==> config.mk <==
export PLATFORM = sky130hd
export DESIGN_NAME = demux4_deser
export DESIGN_NICKNAME = d
export VERILOG_FILES = /design/src/rtl/demux4_deser.sv
export SDC_FILE = /design/constraint.sdc
export NUM_CORES = 1
export LEC_CHECK = 0
export BUFFER_PORTS_ARGS = -buffer_cell sky130_fd_sc_hd__buf_4
export CAP_MARGIN = 10
export CORE_MARGIN = 1.5
export CORE_UTILIZATION = 61
export CTS_BUF_LIST = sky130_fd_sc_hd__clkbuf_16
export CTS_CLUSTER_DIAMETER = 100
export CTS_CLUSTER_SIZE = 28
export DETAILED_ROUTE_END_ITERATION = 7
export GPL_ROUTABILITY_DRIVEN = 1
export HOLD_SLACK_MARGIN = 0.15
export PLACE_DENSITY = 0.83
export SYNTH_ARGS = -nofsm -noshare
export SYNTH_HDL_FRONTEND = slang
export SYNTH_SLANG_ARGS = --single-unit
==> constraint.sdc <==
create_clock -name clk -period 2.9 [get_ports clk]
set_clock_uncertainty 0.15 [all_clocks]
set_input_delay 0.58 -clock clk [delete_from_list [all_inputs] [get_ports clk]]
set_output_delay 0.58 -clock clk [all_outputs]
set_load 0.01 [all_outputs]
==> src/rtl/demux4_deser.sv <==
// Four-channel serial-to-parallel deserializer behind a 1:4 demux, with round-robin word delivery.
// Optional build macro DEMUX4_DESER_MSB_FIRST_EN switches bit assembly from LSB-first to MSB-first.
module demux4_deser #(
  parameter int WIDTH = 8
) (
  input  logic             clk,
  input  logic             rst_n,
  input  logic             bit_vld,
  input  logic [1:0]       sel,
  input  logic             a,
  input  logic             b,
  input  logic             c,
  input  logic             d,
  output logic             out_valid,
  input  logic             out_ready,
  output logic [WIDTH-1:0] out_data,
  output logic [1:0]       out_ch,
  output logic [3:0]       ovf,
  input  logic             ovf_clr
);

  localparam int CW = (WIDTH > 2) ? $clog2(WIDTH) : 1;
  localparam logic [CW-1:0] LAST = CW'(WIDTH - 1);

  typedef enum logic {S_IDLE, S_VALID} state_t;

  logic [WIDTH-1:0] r_sr   [4];
  logic [CW-1:0]    r_cnt  [4];
  logic [WIDTH-1:0] r_hold [4];
  logic [3:0]       r_hold_full;
  logic [3:0]       r_ovf;
  logic [1:0]       r_ptr;
  state_t           r_state;
  logic             r_out_valid;
  logic [WIDTH-1:0] r_out_data;
  logic [1:0]       r_out_ch;

  logic             w_bit;
  logic [WIDTH-1:0] w_word;
  logic             w_done;
  logic             w_any;
  logic [1:0]       w_win;
  logic [1:0]       w_idx;
  logic             w_found;
  logic             w_load;
  logic [3:0]       w_drain;
  logic [3:0]       w_ovf_set;

  function automatic logic [WIDTH-1:0] shift_in(input logic [WIDTH-1:0] sr, input logic bi);
`ifdef DEMUX4_DESER_MSB_FIRST_EN
    return {sr[WIDTH-2:0], bi};
`else
    return {bi, sr[WIDTH-1:1]};
`endif
  endfunction

  always_comb begin
    case (sel)
      2'd0:    w_bit = a;
      2'd1:    w_bit = b;
      2'd2:    w_bit = c;
      default: w_bit = d;
    endcase
  end

  assign w_word = shift_in(r_sr[sel], w_bit);
  assign w_done = bit_vld && (r_cnt[sel] == LAST);

  // Round-robin search starting at the pointer, wrapping 3 -> 0.
  always_comb begin
    w_win   = r_ptr;
    w_found = 1'b0;
    w_idx   = r_ptr;
    for (int i = 0; i < 4; i++) begin
      w_idx = r_ptr + 2'(i);
      if (!w_found && r_hold_full[w_idx]) begin
        w_win   = w_idx;
        w_found = 1'b1;
      end
    end
  end

  assign w_any   = |r_hold_full;
  assign w_load  = w_any && (!r_out_valid || out_ready);
  assign w_drain = w_load ? (4'b0001 << w_win) : 4'b0000;

  always_comb begin
    w_ovf_set = 4'b0000;
    if (w_done && r_hold_full[sel] && !w_drain[sel])
      w_ovf_set[sel] = 1'b1;
  end

  // Capture side: shift registers, bit counters, holding registers.
  always_ff @(posedge clk or negedge rst_n) begin
    if (!rst_n) begin
      for (int k = 0; k < 4; k++) begin
        r_sr[k]   <= '0;
        r_cnt[k]  <= '0;
        r_hold[k] <= '0;
      end
      r_hold_full <= '0;
      r_ovf       <= '0;
    end else begin
      for (int k = 0; k < 4; k++) begin
        if (bit_vld && (sel == 2'(k))) begin
          r_sr[k] <= w_word;
          if (r_cnt[k] == LAST) begin
            r_cnt[k] <= '0;
            if (!w_ovf_set[k]) begin
              r_hold[k]      <= w_word;
              r_hold_full[k] <= 1'b1;
            end
          end else begin
            r_cnt[k] <= r_cnt[k] + 1'b1;
            if (w_drain[k]) r_hold_full[k] <= 1'b0;
          end
        end else if (w_drain[k]) begin
          r_hold_full[k] <= 1'b0;
        end
      end
      r_ovf <= (ovf_clr ? 4'b0000 : r_ovf) | w_ovf_set;
    end
  end

  // Output register FSM.
  always_ff @(posedge clk or negedge rst_n) begin
    if (!rst_n) begin
      r_state     <= S_IDLE;
      r_out_valid <= 1'b0;
      r_out_data  <= '0;
      r_out_ch    <= 2'd0;
      r_ptr       <= 2'd0;
    end else begin
      case (r_state)
        S_IDLE: begin
          if (w_any) begin
            r_out_data  <= r_hold[w_win];
            r_out_ch    <= w_win;
            r_out_valid <= 1'b1;
            r_ptr       <= w_win + 2'd1;
            r_state     <= S_VALID;
          end
        end
        S_VALID: begin
          if (out_ready) begin
            if (w_any) begin
              r_out_data  <= r_hold[w_win];
              r_out_ch    <= w_win;
              r_out_valid <= 1'b1;
              r_ptr       <= w_win + 2'd1;
            end else begin
              r_out_valid <= 1'b0;
              r_state     <= S_IDLE;
            end
          end
        end
        default: begin
          r_out_valid <= 1'b0;
          r_state     <= S_IDLE;
        end
      endcase
    end
  end

  assign out_valid = r_out_valid;
  assign out_data  = r_out_data;
  assign out_ch    = r_out_ch;
  assign ovf       = r_ovf;

endmodule
==> summary.md <==
| Metric | Value |
|---|---|
| Sequential-to-total area share from yosys stat | `52.0%` |
| Total Power | `5.36 mW` |
| Post-DP Area | `4810 um2` |
| Post-synth ARST share | `100%` |
| Die H | `89.1 um` |
| Fmax | `385 MHz` |
| Antenna Violating Nets Remaining | `0` |
| Yosys reg bits | `94` |
| Setup violators final | `0` |
| Largest net degree at the start of global routing | `60` |
| Cell variety after synth | `58` |
| Final WL | `9050 um` |
| Remaining Overflow, GRT | `0` |
| Final Max Slew Viols | `0` |
| Gr usage total | `25.0%` |
| Synth warn | `0` |
| Wire per inst | `18.9 um` |
| Seq pwr share | `39.5%` |
| Mapped Nets | `366` |
| Slowest CP cell | `dfrtp_1` |
| EDFF count, synth | `0` |
| CTS buffer count | `9` |
| Crit path max-delay family | `compound AO/OA/AOI/OAI gates` |
| Initial antenna violation count | `0` |
| Crit path arrival time | `2.68 ns` |
| # diodes | `0` |
| Crit path largest cell delay | `0.49 ns` |
| Unrepaired setup endpoints after global routing | `false` |
| Clock Sinks | `94` |
| Worst EP required | `2.98 ns` |
| Clk slew on worst S/H paths | `0.07 ns` |
| Setup WS pre-CTS | `0.276 ns` |
| Crit-path max FO | `9` |
| DR iter-0 viols | `188` |
| # IOs | `26` |
| Final WS setup | `0.300 ns` |
| Share of layout cells above drive strength 1 | `39.3%` |
| P_int | `3.43 mW` |
| Post-CTS Setup Bufs | `0` |
| Via count | `2890` |
| Clk root buf | `clkbuf_16` |
| Static Leak | `2.36 nW` |
| Die ar. | `7950 um2` |
| Fill cells | `491` |
| Register area | `2350 um2` |
| Worst setup SP type | `flop` |
| Syn Std Cell Area | `4530 um2` |
| Final Hold Fails | `0` |
| Core Rows | `31` |
| Final instance area | `5110 um2` |
| Hpwl dp | `6100 um` |
| Buf+Inv Stages, Crit Path | `0` |
| Switch Pwr | `1.92 mW` |
| Starting utilization of the core area | `62.7%` |
| Vias in the first global route | `2942` |
| Syn Inst Count | `347` |
| Area of the multi-input gates | `2040 um2` |
| First-pass GRT wire length | `14700 um` |
| First-pass detailed-route iteration total | `5` |
| CTS Buffer Depth | `2` |
| Slew Limit Headroom | `44.3%` |
| Fin crit share | `89.6%` |
| Tmin final | `2.60 ns` |
| Remaining DRCs | `0` |
| Status | `completed` |
| CTS tree | `yes` |
| Setup crit end kind | `flop` |
| Slew @ Worst Pin | `0.831 ns` |
| Layout area overhead | `13.0%` |
| Critical path class | `reg2reg` |
| P per Cell Area | `1050 nW/um2` |
| Clock insertion delay at the later pin of the skew report | `0.35 ns` |
| Fin Setup TNS | `0 ns` |
| Core Region | `7210 um2` |
| Combinational share of power | `38.8%` |
| Hold Path Class | `in2reg` |
| Final net count | `393` |
| Sw Share | `35.9%` |
| Critical path cell sequence | `nand2b_1, a22oi_1, o211ai_2, and3_2, o21bai_4, a21oi_4, mux2_2` |
| Syn Area/Cell | `13.0 um2` |
| Chip width | `89.1 um` |
| Worst IR Drop VDD | `0.000480 V` |
| Max-cap viol count | `0` |
| H-tree depth | `3` |
| Vias per inst | `6.05` |
| Prevailing post-synth register cell | `dfrtp_1` |
| Routability Congestion | `0.865` |
| PortBufs | `25` |
| Clk pwr share | `21.7%` |
[timing repair]
| item | 4_1_cts | 5_1_grt |
|---|---|---|
| hold buffers | 1 | 0 |
| gates resized for setup | 0 | 0 |
| hold endpoints to repair | 35 | 0 |
[path summary, 6_finish.rpt]
path / startpoint / to / slack, ns / depth (start not counted)
min in group asynchronous: rst_n / r_cnt[7] / 0.59 / 2
worst max register to register: r_hold_full[0] / r_hold[26] / 0.30 / 7
worst max-delay path: r_hold_full[0] / r_hold[26] / 0.30 / 7
worst min-delay path: out_ready / out_valid / 0.27 / 2
max in group asynchronous: rst_n / r_sr[19] / 1.34 / 3
worst min register to register: r_hold[12] / r_hold[12] / 0.36 / 1
[flip-flops by register name, summed over array words and instances, names as in the netlist]
register / cells
out_data: 8
r_state: 1
r_cnt: 12
out_valid: 1
r_ptr: 2
out_ch: 2
r_hold: 32
ovf: 4
r_sr: 28
r_hold_full: 4
[layout by cell type (no fill, tap or decap), types with 2 or more instances in the layout]
master / synthesis / layout
dfrtp_1: 94 / 94
mux2_2: 65 / 65
buf_4: 2 / 31
nand2_1: 20 / 20
nor2_1: 17 / 17
inv_1: 12 / 13
a21oi_1: 10 / 9
clkbuf_16: 0 / 9
o21ai_0: 8 / 8
mux4_2: 8 / 8
mux2_4: 8 / 8
ha_1: 8 / 8
nand2b_1: 7 / 7
a222oi_1: 7 / 7
nor2b_1: 4 / 4
nand3_1: 4 / 4
nand4_1: 4 / 4
o22ai_1: 4 / 4
nor3_1: 4 / 4
a21o_1: 4 / 4
a31oi_1: 3 / 3
nor2b_2: 2 / 2
nand3b_1: 2 / 2
o21ai_1: 2 / 2
o31a_4: 2 / 2
nor3_2: 2 / 2
clkinv_2: 0 / 2
[power by group through the flow]
stage	logic (mW)	registers, mW	clock network [mW]
6_report	2.08	2.12	1.16
2_1_floorplan	1.56	2.02	0
4_1_cts	2.10	2.11	1.17
5_1_grt	2.30	2.18	1.23
3_3_place_gp	1.98	2.09	0
3_5_place_dp	2.08	2.13	0
[synth_stat cells (all sizes together), types with 3 or more instances]
cell | count | area (um2)
clkbuf | 8 | 30.0
nand3 | 5 | 30.0
nand2b | 7 | 43.8
mux2 | 73 | 852
nand2 | 21 | 81.3
a31oi | 3 | 18.8
inv | 12 | 45.0
dfrtp | 94 | 2350
ha | 8 | 100
a21o | 5 | 38.8
a21oi | 11 | 66.3
buf | 9 | 61.3
nand4 | 4 | 25.0
nor2 | 17 | 63.8
mux4 | 8 | 180
o21ai | 11 | 58.8
nor3 | 6 | 40.0
nor2b | 6 | 42.5
o22ai | 4 | 25.0
a222oi | 7 | 70.1
[stage by stage]
step | hold slack, ns | instances | util [%]
floorplan | 0.134 | 347 | -
global placement | 0.331 | 461 | 66.7
detailed placement | 0.339 | 461 | 66.7
CTS | 0.275 | 478 | 70.9
global route | 0.276 | 478 | 70.9
finish | 0.272 | 478 | 70.9
[cell families (layout without fill, tap and decap cells)]
logic type      Yosys count  in the layout  share of synthesized area, %
compound gates           56             56                          10.1
fa+ha+maj                 8              8                          2.21
buf+inv                  29             61                          3.01
flops                    94             94                          52.0
mux                      82             82                          23.0
simple gates             78             78                          9.62
[layout make-up]
type / count / share of cell area [%]
inverter: 12 / 0.881
clock buffer: 9 / 4.40
timing repair buffer: 33 / 5.14
sequential: 94 / 46.0
clock inverter: 7 / 1.25
multi-input combinational: 224 / 39.9
tap: 99 / 2.42
[layer usage]
layer	global-route usage (%)	part of all wire, %	wire (um)
met1	32.5	44	3940
met4	10.5	1.6	143
met3	4.06	4.7	423
met2	42.1	50	4550
met5	0	0	0
(Power assumes the default switching activity.)
